===== config.mk =====
export PLATFORM = sky130hd
export DESIGN_NAME = syst_feed_ctrl
export DESIGN_NICKNAME = d
export VERILOG_FILES = /design/src/rtl/syst_feed_ctrl.sv
export SDC_FILE = /design/constraint.sdc
export NUM_CORES = 1
export LEC_CHECK = 0
export CAP_MARGIN = 25
export CELL_PAD_IN_SITES_DETAIL_PLACEMENT = 0
export CELL_PAD_IN_SITES_GLOBAL_PLACEMENT = 1
export CORE_MARGIN = 2
export CORE_UTILIZATION = 31
export DETAILED_ROUTE_END_ITERATION = 8
export PLACE_DENSITY = 0.81
export SLEW_MARGIN = 10
export SYNTH_ARGS = -nofsm -noshare
export SYNTH_HDL_FRONTEND = slang
export SYNTH_SLANG_ARGS = --single-unit

===== constraint.sdc =====
create_clock -name clk_i -period 4.17 [get_ports clk_i]
set_clock_uncertainty 0.1 [all_clocks]
set_input_delay 0.834 -clock clk_i [delete_from_list [all_inputs] [get_ports clk_i]]
set_output_delay 0.834 -clock clk_i [all_outputs]
set_load 0.02 [all_outputs]

===== src/rtl/syst_feed_ctrl.sv =====
// rtl/syst_feed_ctrl.sv - systolic array feed sequencer with result-FIFO credit tracking
// Optional credit-stall counter compiled in with SYST_FEED_CTRL_PERF_EN.
module syst_feed_ctrl #(
    parameter int WORD      = 32,
    parameter int LEN_W     = 8,
    parameter int DEPTH     = 16,
    parameter int DRAIN_CYC = 8
) (
    input  logic                         clk_i,
    input  logic                         rst_i,
    input  logic                         start_i,
    input  logic [LEN_W-1:0]             len_i,
    output logic                         busy_o,
    output logic                         done_o,
    input  logic [WORD-1:0]              s_data_i,
    input  logic                         s_valid_i,
    output logic                         s_ready_o,
    output logic [WORD-1:0]              data_o,
    output logic                         valid_o,
    output logic                         valid_raw_1_o,
    output logic                         valid_raw_2_o,
    output logic                         valid_raw_3_o,
    output logic                         valid_raw_4_o,
    input  logic                         res_pop_i,
    output logic [$clog2(DEPTH+1)-1:0]   credit_o,
    output logic [31:0]                  stall_cnt_o
);
    localparam int CW = $clog2(DEPTH + 1);
    localparam int DW = $clog2(DRAIN_CYC + 1);

    typedef enum logic [1:0] {ST_IDLE, ST_LOAD, ST_DRAIN, ST_DONE} state_e;

    state_e            state_q;
    logic [LEN_W-1:0]  rem_q;
    logic [DW-1:0]     drain_q;
    logic [CW-1:0]     credit_q, credit_d;
    logic [WORD-1:0]   data_q;
    logic              valid_q;
    logic [2:0]        skew_q;
    logic              busy_q, done_q;
    logic              hs, pop_ok;

    assign s_ready_o = (state_q == ST_LOAD) && (credit_q < CW'(DEPTH));
    assign hs        = s_valid_i && s_ready_o;
    // A pop with no credit outstanding cannot correspond to a real FIFO entry.
    assign pop_ok    = res_pop_i && (credit_q != '0);

    always_comb begin
        credit_d = credit_q;
        if (hs && !pop_ok) begin
            credit_d = credit_q + CW'(1);
        end else if (!hs && pop_ok) begin
            credit_d = credit_q - CW'(1);
        end
    end

    always_ff @(posedge clk_i or posedge rst_i) begin
        if (rst_i) begin
            state_q <= ST_IDLE;
            rem_q   <= '0;
            drain_q <= '0;
            busy_q  <= 1'b0;
            done_q  <= 1'b0;
        end else begin
            done_q <= 1'b0;
            case (state_q)
                ST_IDLE: begin
                    if (start_i) begin
                        busy_q <= 1'b1;
                        if (len_i != '0) begin
                            state_q <= ST_LOAD;
                            rem_q   <= len_i;
                        end else begin
                            state_q <= ST_DONE;
                            done_q  <= 1'b1;
                        end
                    end
                end
                ST_LOAD: begin
                    if (hs) begin
                        rem_q <= rem_q - LEN_W'(1);
                        if (rem_q == LEN_W'(1)) begin
                            state_q <= ST_DRAIN;
                            drain_q <= DW'(DRAIN_CYC);
                        end
                    end
                end
                ST_DRAIN: begin
                    drain_q <= drain_q - DW'(1);
                    if (drain_q <= DW'(1)) begin
                        state_q <= ST_DONE;
                        done_q  <= 1'b1;
                    end
                end
                ST_DONE: begin
                    state_q <= ST_IDLE;
                    busy_q  <= 1'b0;
                end
                default: state_q <= ST_IDLE;
            endcase
        end
    end

    always_ff @(posedge clk_i or posedge rst_i) begin
        if (rst_i) begin
            data_q   <= '0;
            valid_q  <= 1'b0;
            skew_q   <= '0;
            credit_q <= '0;
        end else begin
            valid_q  <= hs;
            if (hs) begin
                data_q <= s_data_i;
            end
            skew_q   <= {skew_q[1:0], valid_q};
            credit_q <= credit_d;
        end
    end

`ifdef SYST_FEED_CTRL_PERF_EN
    logic [31:0] stall_q;

    always_ff @(posedge clk_i or posedge rst_i) begin
        if (rst_i) begin
            stall_q <= '0;
        end else if (state_q == ST_IDLE && start_i) begin
            stall_q <= '0;
        end else if (state_q == ST_LOAD && s_valid_i && credit_q == CW'(DEPTH) && stall_q != '1) begin
            stall_q <= stall_q + 32'd1;
        end
    end

    assign stall_cnt_o = stall_q;
`else
    assign stall_cnt_o = 32'd0;
`endif

    assign busy_o        = busy_q;
    assign done_o        = done_q;
    assign data_o        = data_q;
    assign valid_o       = valid_q;
    assign valid_raw_1_o = valid_q;
    assign valid_raw_2_o = skew_q[0];
    assign valid_raw_3_o = skew_q[1];
    assign valid_raw_4_o = skew_q[2];
    assign credit_o      = credit_q;
endmodule

After elaboration in Yosys (flattened, before gate mapping)
Index checks and enable logic that the tools add are counted.
{ "word_totals": {"n_memories": 0, "latch_bits": 0, "output_inout_bits": 77, "romBits": 0, "regBits": 57, "in_bits": 45, "elab_cells": 63, "mem_bits_rw": 0} }
{ "classes": {"n_eq_ne": 9, "div": 0, "reduce_logical": 18, "magnitude_cmp": 2, "add_sub_neg": 4, "n_mux": 21, "shifts": 0, "bitwise": 0, "multipliers": 0} }
{ "ops": {"columns": ["operator", "count"], "rows": [
  ["two-way mux 8 bit", 3],
  ["one-hot mux 8 bit (2 select lines)", 1],
  ["two-way mux 2 bit", 5],
  ["two-way mux 5 bit", 2],
  ["== test 8 x 1 -> 1 bit (second input constant)", 1],
  ["two-way mux 4 bit", 2],
  ["inequality test 2 bit (second input constant)", 4],
  ["one-hot mux 2 bit (4 select lines)", 1],
  ["one-hot mux 4 bit (2 select lines)", 1],
  ["AND reduction 4 bit", 2],
  ["nonzero test 2 bit", 4],
  ["nonzero test 8 bit", 1],
  ["subtractor 8 x 1 -> 8 bit (second input constant)", 1],
  ["adder 5 x 1 -> 5 bit (second input constant)", 1],
  ["logical AND 1 bit", 5],
  ["< comparator 5 bit (second input constant)", 1],
  ["nonzero test 5 bit", 1],
  ["subtractor 5 x 1 -> 5 bit (second input constant)", 1],
  ["== test 2 bit (second input constant)", 2],
  ["<= comparator 4 x 1 -> 1 bit (second input constant)", 1],
  ["two-way mux 1 bit", 4],
  ["one-hot mux 1 bit (2 select lines)", 2],
  ["subtractor 4 x 1 -> 4 bit (second input constant)", 1],
  ["AND reduction 3 bit", 1],
  ["other kinds (5)", 6]
]} }

Longest topological paths before layout
{ "depth": {"ltp_word": 7, "ltp_mapped": 12} }

Worst setup path before layout
No wires, ideal clock.
{ "synth_timing": {"path_type": "input port to flip-flop", "start": "in s_valid_i", "end": "reg credit_q[4], in the netlist credit_o[4]", "stages": 10, "required_ns": 3.944, "setup_slack_ns": 0.842, "arrival_ns": 3.102, "n_path_buf": 1, "path_cell_list": "nand3b_1 > inv_1 > buf_1 > ha_1 > inv_1 > fa_1 > a21o_1 > a2111oi_0 > a31oi_1 > a221o_1"} }
{ "synth_via": {"elab_chain_cells": 4, "word_cells_on_any_way": 6} }
{ "synth_lines": {"columns": ["item", "line_no", "rtl"], "rows": [
  ["from (decl)", "16", "input logic s_valid_i,"],
  ["logical AND 1 bit (*)", "44", "assign hs = s_valid_i && s_ready_o;"],
  ["named net hs", "41", "logic hs, pop_ok;"],
  ["zero test 1 bit", "52", "end else if (!hs && pop_ok) begin"],
  ["logical AND 1 bit", "52", null],
  ["nonzero test 2 bit (no line)", null, null],
  ["to (signal assigned)", "116", "credit_q <= credit_d;"],
  ["to (decl)", "36", "logic [CW-1:0] credit_q, credit_d;"]
]} }
Mark *: on every way through the listed nets, which the timed path passes. The rest lies on a longest branch.
A chain may end at the register's enable or synchronous reset.

Worst setup path in the final report
{ "layout_timing": {"start": "reg state_q[1]", "end": "out s_ready_o"} }
{ "layout_via": {"elab_chain_cells": 2} }
{ "layout_lines": {"columns": ["item", "line_no", "rtl"], "rows": [
  ["from (decl)", "33", "state_e state_q;"],
  ["from (signal assigned)", "59", "state_q <= ST_IDLE;"],
  ["from (signal assigned)", "71", "state_q <= ST_LOAD;"],
  ["from (signal assigned)", "74", "state_q <= ST_DONE;"],
  ["== test 2 x 1 -> 1 bit", "43", "assign s_ready_o = (state_q == ST_LOAD) && (credit_q < CW'(DEPTH));"],
  ["logical AND 1 bit", "43", null],
  ["to (decl)", "17", "output logic s_ready_o,"]
]} }
Every way passes these cells.

==> impl_metrics.sql <==
INSERT INTO impl_metrics (metric_group, metric, value, unit) VALUES
('finish', 'post_route_cells_drive_above_1_share', '5.83', '%'),
('synthesis', 'yosys.area.top_type', 'dfrtp_1', ''),
('placed_design', 'gp_routability_congestion', '0.880', ''),
('floorplanning', 'die_w', '102', 'µm'),
('sta', 'timing.slew.headroom', '52.3', '%'),
('synthesis', 'share_of_flip_flops_with_an_asynchronous_set_or_reset_after_synthesis', '100', '%'),
('synthesis', 'ys_ff_latch', '57', ''),
('sta', 'fmax', '300', 'MHz'),
('global_routing', 'grt_remaining_overflow', '0', ''),
('power', 'vdd.ir_drop.worst', '0.289', 'mV'),
('detailed_routing', 'postRouteAntennaNets', '0', ''),
('critical_path', 'worst-endpoint-arrival', '2390', 'ps'),
('cts', 'tritoncts_num_sinks', '57', ''),
('finish', 'fill_cells', '936', ''),
('detailed_routing', 'met3_wirelength', '346', 'µm'),
('synthesis', 'synth.yosys.seq_area_share', '47.8', '%'),
('power', 'p_leak', '1.92', 'nW'),
('synthesis', 'ys_types', '50', ''),
('cts', 'cts-resized-gates', '0', ''),
('critical_path', 'crit_required', '3240', 'ps'),
('synthesis', 'yosysTopAreaCellShare', '47.8', '%'),
('min_path', 'worst_hold_path_type', 'reg -> reg', ''),
('cts', 'post-cts-setup-buffers', '0', ''),
('floorplanning', 'rows', '35', ''),
('finish', 'layout_commonest_cell', 'nand2_1', ''),
('detailed_routing', 'top_layer_used', 'met4', ''),
('cts', 'clock_latency', '320', 'ps'),
('critical_path', 'crit_path_start_kind', 'flip-flop', ''),
('floorplanning', 'die_area', '10400', 'µm²'),
('floorplanning', 'core_area', '9280', 'µm²'),
('sta', 'period_minus_slack', '3330', 'ps'),
('detailed_routing', 'vias_per_std_cell', '4.57', ''),
('detailed_routing', 'route.layer.met1.wl', '3320', 'µm'),
('critical_path', 'cp_slowest_cell', 'clkdlybuf4s50_1', ''),
('global_routing', 'grtUsageTotal', '13.9', '%'),
('finish', 'stdcell_area', '4110', 'µm²'),
('global_routing', 'number_of_global_route_vias_before_repair', '2396', ''),
('cts', 'clk_root_buffer_cell', 'clkbuf_8', ''),
('sta', 'timing_worst_slew_pin_value', '714', 'ps'),
('synthesis', 'postSynthAreaPerCell', '8.96', 'µm²'),
('global_routing', 'grt_antenna_before_repair', '0', ''),
('critical_path', 'endpoint_kind', 'output pin', ''),
('cts', 'tritoncts', 'yes', ''),
('detailed_routing', 'first_iter_violations', '116', ''),
('sta', 'final_max_slew_viol_count', '0', ''),
('status', 'run_status', 'finished clean', ''),
('synthesis', 'synth_top_cells_by_area', 'dfrtp_1, nand2_1, buf_4', ''),
('detailed_routing', 'vias', '2552', ''),
('synthesis', 'main_synth_ff_type', 'dfrtp_1', ''),
('floorplanning', 'floorplan.die.height', '102', 'µm'),
('synthesis', 'edff_count_synth', '0', ''),
('placed_design', 'dp_hpwl', '5330', 'µm'),
('cts', 'htree_num_levels', '3', ''),
('detailed_routing', 'dr.pass1.iters', '4', ''),
('critical_path', 'setup.worst_path.class', 'reg -> out', ''),
('critical_path', 'critical-path-max-stage-delay', '630', 'ps'),
('critical_path', 'critical_path_peak_fanout', '22', ''),
('cts', 'hold_bufs_inserted_after_cts', '0', ''),
('placed_design', 'placed_area', '3880', 'µm²'),
('detailed_routing', 'post_drt_wl_per_cell', '13.1', 'µm'),
('sta', 'finalSetupViolCount', '0', ''),
('floorplanning', 'ios', '122', ''),
('placed_design', 'port_buffers', '89', ''),
('sta', 'hold_viol', '0', ''),
('finish', 'layout-area-overhead-vs-synth', '37.6', '%'),
('sta', 'rsz0062_at_grt', 'false', ''),
('cts', 'inserted_clock_buffers', '9', ''),
('cts', 'worst_setup_hold_path_clk_slew', '70', 'ps'),
('cts', 'max-clock-path-buffers', '2', ''),
('synthesis', 'post_synth_inst_count', '333', ''),
('finish', 'layout.cells.most_common_list', 'nand2_1, clkdlybuf4s50_1, dfrtp_1', '');
==> Yosys cell counts, types with 2 or more instances <==
cell	number
nor2_1	12
o41ai_1	2
nand2b_1	2
a21o_1	3
a21boi_0	2
ha_1	12
a31oi_1	6
inv_1	14
xnor2_1	2
o22ai_1	2
or3_1	2
nor4_1	2
mux2i_1	3
nand4_1	2
dfrtp_1	57
nand2_1	106
a211oi_2	2
o21ai_0	10
o211ai_1	2
buf_4	33
nor3_1	7
a21oi_1	12
clkbuf_1	8
or4_1	4
==> state kept, by name, summed over array words and instances, names as in the netlist <==
name,flops
data_o,32
rem_q,8
credit_o,5
drain_q,4
skew_q,3
state_q,2
busy_o,1
done_o,1
valid_o,1
==> report_power, final <==
group	switching, mW	internal [mW]	total (mW)
Sequential	0.200	0.813	1.01
Combinational	0.905	0.715	1.62
Clock	0.217	0.352	0.569
==> cells by family after synthesis <==
family	count (synthesis)	synth area share (%)
AOI/OAI and AO/OA	52	11.9
xor gates and xnor gates	3	0.881
adders and majority gates	13	5.70
buffers and inverters	59	11.9
DFF	57	47.8
muxes	4	1.38
other	1	0.126
and+or+nand+nor	144	20.3
==> layer usage <==
| layer | vias to the layer above | GRT usage (%) |
|---|---|---|
| li1 | 1225 | - |
| met4 | 0 | 5.03 |
| met2 | 86 | 22.9 |
| met3 | 11 | 2.53 |
| met1 | 1230 | 18.5 |
| met5 | - | 0 |
==> worst max-delay path, delay by kind of cell, from the launching register on <==
family        cells  cell delay (ps)
flops             1              400
simple gates      1              230
fa+ha+maj         1              150
buf+inv           4             1280
==> per-stage QoR <==
| step | setup slack [ps] | util [%] | instances | power [mW] | hold WS, ps |
|---|---|---|---|---|---|
| 5_1_grt | 704 | 44.2 | 558 | 3.45 | 303 |
| 3_5_place_dp | 633 | 41.8 | 542 | 2.65 | 274 |
| 2_1_floorplan | 842 | - | 364 | 2.03 | 370 |
| 6_report | 842 | 44.2 | 558 | 3.20 | 285 |
| 4_1_cts | 829 | 44.2 | 558 | 3.24 | 291 |
| 3_3_place_gp | 697 | 41.8 | 542 | 2.61 | 266 |
==> final timing paths <==
check | start | end | cells past startpoint
max | state_q[1]$_DFFE_PP0P_ | s_ready_o | 6
min | skew_q[0]$_DFF_PP0_ | skew_q[1]$_DFF_PP0_ | 0
max reg2reg | state_q[1]$_DFFE_PP0P_ | credit_o[4]$_DFFE_PP0P_ | 12
min reg2reg | skew_q[0]$_DFF_PP0_ | skew_q[1]$_DFF_PP0_ | 0
max in group asynchronous | rst_i | data_o[9]$_DFFE_PP0P_ | 3
min in group asynchronous | rst_i | data_o[10]$_DFFE_PP0P_ | 2
==> layout make-up <==
type                       instances  area share [%]
sequential                        57            34.7
multi-input combinational        248            32.2
timing repair buffer              93            22.4
tap                              129            3.93
clock buffer                      11            3.44
clock inverter                     5            1.92
inverter                          15            1.37
Note: power is estimated with default switching activity, not from simulation.
